$ cat config.mk
export PLATFORM = sky130hd
export DESIGN_NAME = pwm_capture
export DESIGN_NICKNAME = d
export VERILOG_FILES = /design/src/rtl/pwm_capture.sv
export SDC_FILE = /design/constraint.sdc
export NUM_CORES = 1
export LEC_CHECK = 0
export BUFFER_PORTS_ARGS = -buffer_cell sky130_fd_sc_hd__buf_2
export CORE_MARGIN = 2
export CORE_UTILIZATION = 40
export CTS_BUF_LIST = sky130_fd_sc_hd__clkbuf_2
export DETAILED_ROUTE_END_ITERATION = 16
export GPL_ROUTABILITY_DRIVEN = 0
export GPL_TIMING_DRIVEN = 0
export PLACE_DENSITY_LB_ADDON = 0.15
export SETUP_SLACK_MARGIN = 0.02
export SLEW_MARGIN = 20
export SYNTH_ARGS = -nofsm -noshare
export SYNTH_HDL_FRONTEND = slang
export SYNTH_SLANG_ARGS = --single-unit
$ cat constraint.sdc
create_clock -name clk -period 3.7 [get_ports clk]
set_clock_uncertainty 0.05 [all_clocks]
set_input_delay 0.185 -clock clk [delete_from_list [all_inputs] [get_ports clk]]
set_output_delay 0.185 -clock clk [all_outputs]
set_load 0.005 [all_outputs]
$ cat src/rtl/pwm_capture.sv
// pwm_capture: measures high time, period and duty of each PWM cycle.
// Defining PWM_CAP_FILTER_EN adds a 3-sample glitch filter ahead of edge detect.
module pwm_capture #(
  parameter int CNT_W = 8
) (
  input  logic             clk,
  input  logic             rst_n,
  input  logic             enable,
  input  logic             pwm_in,
  input  logic             meas_ack,
  output logic             meas_valid,
  output logic [CNT_W-1:0] high_cnt,
  output logic [CNT_W-1:0] period_cnt,
  output logic [7:0]       duty_percent,
  output logic             overflow,
  output logic             overrun,
  output logic [7:0]       cap_count
);
  localparam int DW = CNT_W + 7;
  localparam int IW = $clog2(DW + 1);
  localparam logic [1:0] S_IDLE = 2'd0;
  localparam logic [1:0] S_ARM  = 2'd1;
  localparam logic [1:0] S_HIGH = 2'd2;
  localparam logic [1:0] S_LOW  = 2'd3;
  localparam logic [CNT_W-1:0] CNT_MAX = '1;
  localparam logic [CNT_W-1:0] CNT_ONE = CNT_W'(1);

  logic pwm_q, pwm_qq, lvl, lvl_d, rise, fall;

  always_ff @(posedge clk or negedge rst_n) begin
    if (!rst_n) begin
      pwm_q  <= 1'b0;
      pwm_qq <= 1'b0;
    end else begin
      pwm_q  <= pwm_in;
      pwm_qq <= pwm_q;
    end
  end

`ifdef PWM_CAP_FILTER_EN
  logic pwm_q3, filt, filt_nx;

  // level follows only after three equal samples
  assign filt_nx = (pwm_q == pwm_qq && pwm_qq == pwm_q3) ? pwm_q : filt;

  always_ff @(posedge clk or negedge rst_n) begin
    if (!rst_n) begin
      pwm_q3 <= 1'b0;
      filt   <= 1'b0;
    end else begin
      pwm_q3 <= pwm_qq;
      filt   <= filt_nx;
    end
  end

  assign lvl   = filt_nx;
  assign lvl_d = filt;
`else
  assign lvl   = pwm_q;
  assign lvl_d = pwm_qq;
`endif

  assign rise = lvl & ~lvl_d;
  assign fall = ~lvl & lvl_d;

  logic [1:0]       state;
  logic [CNT_W-1:0] cnt, hi_tmp;
  logic             counting, sat, close;

  assign counting = (state == S_HIGH) || (state == S_LOW);
  assign sat      = enable && counting && (cnt == CNT_MAX);
  assign close    = enable && (state == S_LOW) && (cnt != CNT_MAX) && rise;

  always_ff @(posedge clk or negedge rst_n) begin
    if (!rst_n) begin
      state  <= S_IDLE;
      cnt    <= '0;
      hi_tmp <= '0;
    end else if (!enable) begin
      state <= S_IDLE;
      cnt   <= '0;
    end else begin
      unique case (state)
        S_IDLE: state <= S_ARM;
        S_ARM: begin
          if (rise) begin
            state <= S_HIGH;
            cnt   <= CNT_ONE;
          end
        end
        S_HIGH: begin
          if (cnt == CNT_MAX) begin
            state <= S_ARM;
            cnt   <= '0;
          end else if (fall) begin
            hi_tmp <= cnt;
            cnt    <= cnt + CNT_ONE;
            state  <= S_LOW;
          end else begin
            cnt <= cnt + CNT_ONE;
          end
        end
        S_LOW: begin
          if (cnt == CNT_MAX) begin
            state <= S_ARM;
            cnt   <= '0;
          end else if (rise) begin
            state <= S_HIGH;
            cnt   <= CNT_ONE;
          end else begin
            cnt <= cnt + CNT_ONE;
          end
        end
        default: state <= S_IDLE;
      endcase
    end
  end

  logic             div_busy, ge, start, drop, done;
  logic [IW-1:0]    div_idx;
  logic [CNT_W-1:0] div_rem, div_dvs, div_high, rem_lo, rem_nx;
  logic [DW-1:0]    div_dq, dq_nx;

  // remainder msb set means the shifted value already exceeds any divisor
  assign rem_lo = {div_rem[CNT_W-2:0], div_dq[DW-1]};
  assign ge     = div_rem[CNT_W-1] | (rem_lo >= div_dvs);
  assign rem_nx = ge ? rem_lo - div_dvs : rem_lo;
  assign dq_nx  = {div_dq[DW-2:0], ge};
  assign start  = close & ~div_busy;
  assign drop   = close & div_busy;
  assign done   = div_busy & (div_idx == IW'(1));

  always_ff @(posedge clk or negedge rst_n) begin
    if (!rst_n) begin
      div_busy <= 1'b0;
      div_idx  <= '0;
      div_rem  <= '0;
      div_dq   <= '0;
      div_dvs  <= '0;
      div_high <= '0;
    end else if (!enable) begin
      div_busy <= 1'b0;
      div_idx  <= '0;
      div_rem  <= '0;
      div_dq   <= '0;
    end else if (start) begin
      div_busy <= 1'b1;
      div_idx  <= IW'(DW);
      div_rem  <= '0;
      div_dq   <= DW'(hi_tmp) * DW'(100);
      div_dvs  <= cnt;
      div_high <= hi_tmp;
    end else if (div_busy) begin
      div_rem <= rem_nx;
      div_dq  <= dq_nx;
      div_idx <= div_idx - IW'(1);
      if (done) div_busy <= 1'b0;
    end
  end

  always_ff @(posedge clk or negedge rst_n) begin
    if (!rst_n) begin
      meas_valid   <= 1'b0;
      high_cnt     <= '0;
      period_cnt   <= '0;
      duty_percent <= '0;
      overflow     <= 1'b0;
      overrun      <= 1'b0;
      cap_count    <= '0;
    end else if (!enable) begin
      meas_valid <= 1'b0;
    end else begin
      if (done) begin
        high_cnt     <= div_high;
        period_cnt   <= div_dvs;
        duty_percent <= dq_nx[7:0];
        meas_valid   <= 1'b1;
        cap_count    <= cap_count + 8'd1;
      end else if (meas_ack) begin
        meas_valid <= 1'b0;
      end
      if (sat) overflow <= 1'b1;
      else if (meas_ack) overflow <= 1'b0;
      if (drop || (done && meas_valid && !meas_ack)) overrun <= 1'b1;
      else if (meas_ack) overrun <= 1'b0;
    end
  end
endmodule

Word level (Yosys, flattened, before mapping)
Index checks and enable logic that the tools add are counted.

storage, ports and cells
  flip-flop bits (word level) = 99
  input bits = 5
  output and inout bits = 35
  logic and storage cells = 95

cells by class
  $add $sub $neg = 4
  $mul = 1
  order comparisons = 1
  equality and inequality tests = 11
  multiplexer cells = 31
  bitwise operators = 10
  reductions and logical operators = 19

operators with widths
  cell                    number
  $mux W8                 9
  $mux W15                3
  $pmux W8 S3             1
  $add A8 B1 Y8 const B   2
  $mul A8 B5 Y13 const B  1
  $mux W4                 3
  $mux W2                 5
  $reduce_and A2 Y1       5
  $mux W1                 9
  $eq A8 B8 Y1 const B    1
  $ge A8 B8 Y1            1
  $ne A8 B8 Y1 const B    1
  $pmux W2 S4             1
  $sub A8 B8 Y8           1
  $logic_and A1 B1 Y1     7
  $ne A3 B1 Y1 const B    2
  $and A1 B1 Y1           5
  $eq A2 B2 Y1 const B    2
  $eq A4 B1 Y1 const B    1
  $ne A4 B1 Y1 const B    1
  $ne A4 B3 Y1 const B    1
  $not A1 Y1              4
  $reduce_and A4 Y1       1
  $reduce_bool A2 Y1      2
  7 further kinds         8

Logic depth before layout (Yosys ltp)
  word-level depth = 8
  mapped depth = 11
  depth with buffers taken out = 11

Worst setup path before layout
OpenSTA, ideal clock, no wires.

  path type = register -> register
  start = reg hi_tmp[3]
  end = reg div_dq[14]
  setup time = 0.066 ns
  arrival time = 2.809 ns
  required time = 3.584 ns
  path slack = 0.775 ns
  stages on the path, launching flop included = 12
  buffers on the path = 0
  period minus slack after synthesis = 2.925 ns
  cell sequence = dfrtp_1 -> ha_1 -> ha_1 -> inv_1 -> fa_1 -> inv_1 -> ha_1 -> and3_1 -> a221oi_1 -> o21ai_0 -> mux2_2 -> nand2_1

between the ends
  longest elaborated chain between the ends = 3

ends and longest elaborated chain
  what                      RTL line  RTL
  start: declaration        67        logic [CNT_W-1:0] cnt, hi_tmp;
  start signal: assignment  96        hi_tmp <= cnt;
  $mul A8 B5 Y13            150       div_dq <= DW'(hi_tmp) * DW'(100);
  $mux W15                  146       end else if (start) begin
  $mux W15                  141       end else if (!enable) begin
  end signal: assignment    150
  end signal: assignment    155       div_dq <= dq_nx;
  end: declaration          122       logic [DW-1:0] div_dq, dq_nx;

Every way passes these cells.
A chain may end at the register's enable or synchronous reset.

Final worst setup path
Same ends and word-level chain as after synthesis.

==> reports/qor.yml <==
grt:
  grt_pass1_wl_um: 20600
  grt_overflow_total: 0
  grt.total_usage_pct: 18.8
  antenna_found_initial: 1
  grt_max_degree: 59
  grt_pass1_vias: 3978
die:
  io_pins: 40
  die_height_um: 118
  die_w_um: 118
  rows: 41
  core_sq_um: 12700
  start_util_pct: 41.1
  die_area_sq_um: 14000
cts:
  insertion_delay_ns: 0.62
  clock-root-buffer: "clkbuf_2"
  clock_path_buffers: 2
  holdBufCountCts: 5
  tritoncts: "done"
  htreeDepth: 3
  clock-sinks: 99
  cts_resized: 0
  cts.clk_slew.worst_paths_ns: 0.24
  cts_setup_buffers: 0
  numCtsBuffers: 9
timing:
  setup_ws_ns: 0.435
  rsz0062_at_grt: "no"
  drv_slew: 0
  whs_ns: 0.102
  tightest_slew_ns: 0.723
  fin_setup_tns_ns: 0
  max_freq_mhz: 306
  setup_violations: 0
  fin_crit_ns: 3.27
  relSlewSlack_pct: 51.6
  finalHoldViolations: 0
  fin_crit_sh_pct: 88.3
pwr:
  cellLeakagePower_nw: 3.12
  power_mw: 1.75
  power.density_nw_per_um2: 301
  ir_drop_uv: 174
place:
  io_buffers: 39
  dpl.hpwl_um: 9140
  pre_cts_slack_ns: 0.486
  dp.cells: 743
  placed_cell_area_sq_um: 5650
yosys:
  synth_top_area_share_pct: 47.6
  synth_top_cells_by_area: "dfrtp_1, ha_1, nand2_1"
  synthTopCellsByCount: "nand2_1, dfrtp_1, ha_1, o21ai_0, inv_1"
  synth_area_sq_um: 5210
  syn_nets: 581
  synthFlopType: "dfrtp_1"
  synth_top_area_cell: "dfrtp_1"
  synth_cell_type_count: 55
  yosysMostFrequentCell: "nand2_1"
  syn-instance-count: 531
  avgSynthCellArea_sq_um: 9.81
  synth_edf_count: 0
  synth_seq_area_share_pct: 47.6
  synth_async_sr_flop_share_pct: 100
  ys_seq_elements: 99
  yosysWarnings: 0
routing:
  drc: 0
  initialDrtViolationCount: 232
  wl_um: 12300
  ant_nets: 0
  num_vias: 4032
  dr.pass1.iters: 5
  vias_per_cell: 5.27
  wl_per_cell_um: 16.1
finish:
  drive_above_1_share_pct: 13.0
  nNetsFinal: 637
  stdcell_count: 765
  area_delta_synth_final_pct: 11.6
  final_core_util_pct: 45.9
  design_area_sq_um: 5810
worst_setup_path:
  cp_cell_sequence: "ha_1 > ha_1 > inv_1 > fa_1 > inv_1 > ha_1 > and3_1 > a221oi_1 > o21ai_0 > mux2_2 > nand2_1"
  max_stage_delay_ns: 0.52
  crit_slowest_cell: "dfrtp_1"
  r2r-start: "hi_tmp[3]"
  worstSetupEndpoint: "div_dq[14]"
  ff2ff_setup_slack_ns: 0.43
  cp-end-kind: "register"
  reg2reg_depth: 11
  crit_fanout: 5
  critPathMostFrequentCell: "ha_1"
  critPathLaunch: "hi_tmp[3]"
  critical_path_arrival_ns: 3.79
  critical_path.startpoint_type: "register"
  reg2reg_to: "div_dq[14]"
  cp_data_required_time_ns: 4.22
  crit_type: "register to register"
status:
  status: "finished, final reports clean"
worst_hold_path:
  hp-class: "input pin to register"
flow_run:
  max_cap_violations: 0
[critical path: cells and delay by family (launching register included)]
family	cells	cell delay, ns
flip-flops	1	0.52
AO/OA/AOI/OAI	2	0.56
buffers and inverters	2	0.09
AND/OR/NAND/NOR	2	0.27
multiplexers	1	0.30
adder cells (fa/ha/maj)	4	1.44
[cell usage in the layout (no fill, tap or decap), types with 3 or more instances in the layout]
| cell type | synthesis | layout |
|---|---|---|
| a211oi_1 | 5 | 4 |
| a21o_1 | 6 | 6 |
| a21oi_1 | 12 | 12 |
| a221o_1 | 4 | 4 |
| a222oi_1 | 3 | 3 |
| and3_1 | 7 | 7 |
| and3b_1 | 3 | 3 |
| buf_2 | 4 | 42 |
| clkbuf_1 | 13 | 13 |
| clkbuf_2 | 0 | 10 |
| dfrtp_1 | 99 | 99 |
| dlygate4sd3_1 | 0 | 4 |
| fa_1 | 4 | 4 |
| ha_1 | 41 | 41 |
| inv_1 | 26 | 26 |
| mux2_2 | 9 | 9 |
| nand2_1 | 123 | 123 |
| nand2b_1 | 5 | 5 |
| nand3_1 | 11 | 11 |
| nand4_1 | 12 | 12 |
| nor2_1 | 21 | 21 |
| nor2b_1 | 3 | 3 |
| nor3_1 | 10 | 10 |
| o211ai_1 | 7 | 7 |
| o21a_1 | 3 | 3 |
| o21ai_0 | 36 | 36 |
| xnor2_1 | 11 | 11 |
| xor2_1 | 11 | 11 |
[worst min-delay path by stage]
stage,startpoint,end,slack [ns],cells after the start
floorplan,rst_n,cap_count[0],-0.16,0
global placement,pwm_in,lvl,0.25,1
detailed placement,rst_n,div_dvs[4],0.09,1
CTS,enable,div_dq[13],0.05,5
global route,enable,div_dq[13],0.04,5
finish,enable,div_dq[13],0.10,5
[layer usage]
layer  up-vias  GRT usage [%]  part of all wire (%)
li1       1986              -                     -
met1      1970           24.5                    46
met2        62           31.4                    50
met3        14           3.54                   3.1
met4         0           6.17                   1.3
met5         -              0                     0
[layout make-up]
cell class | instances | area (sq um)
inverters | 26 | 97.6
clock buffers | 10 | 50.0
flip-flops and latches | 99 | 2480
fillers | 1254 | 6860
repair buffers | 45 | 289
clock inverters | 6 | 41.3
well taps | 172 | 215
diodes | 1 | 2.50
plain buffers | 20 | 87.6
multi-input cells | 386 | 2550
[kinds of logic after synthesis]
logic type | synth area share (%)
adder cells (fa/ha/maj) | 11.4
multiplexers | 1.95
buffers and inverters | 3.55
AO/OA/AOI/OAI | 13.9
XOR/XNOR | 3.70
flip-flops | 47.6
AND/OR/NAND/NOR | 18.0
[registers in the layout (all words and copies together), names as in the netlist]
name	cells
div_dq	15
div_high	8
overrun	1
div_idx	4
lvl	1
overflow	1
duty_percent	8
meas_valid	1
div_rem	8
hi_tmp	8
lvl_d	1
state	2
high_cnt	8
div_busy	1
period_cnt	8
cnt	8
div_dvs	8
cap_count	8
[power breakdown]
part	internal [mW]	switching, mW	leakage, nW	total (mW)
logic	0.0575	0.105	1.72	0.163
clock network	0.0912	0.378	0.0560	0.469
registers	1.11	0.0127	1.35	1.12
(Power assumes the default switching activity.)
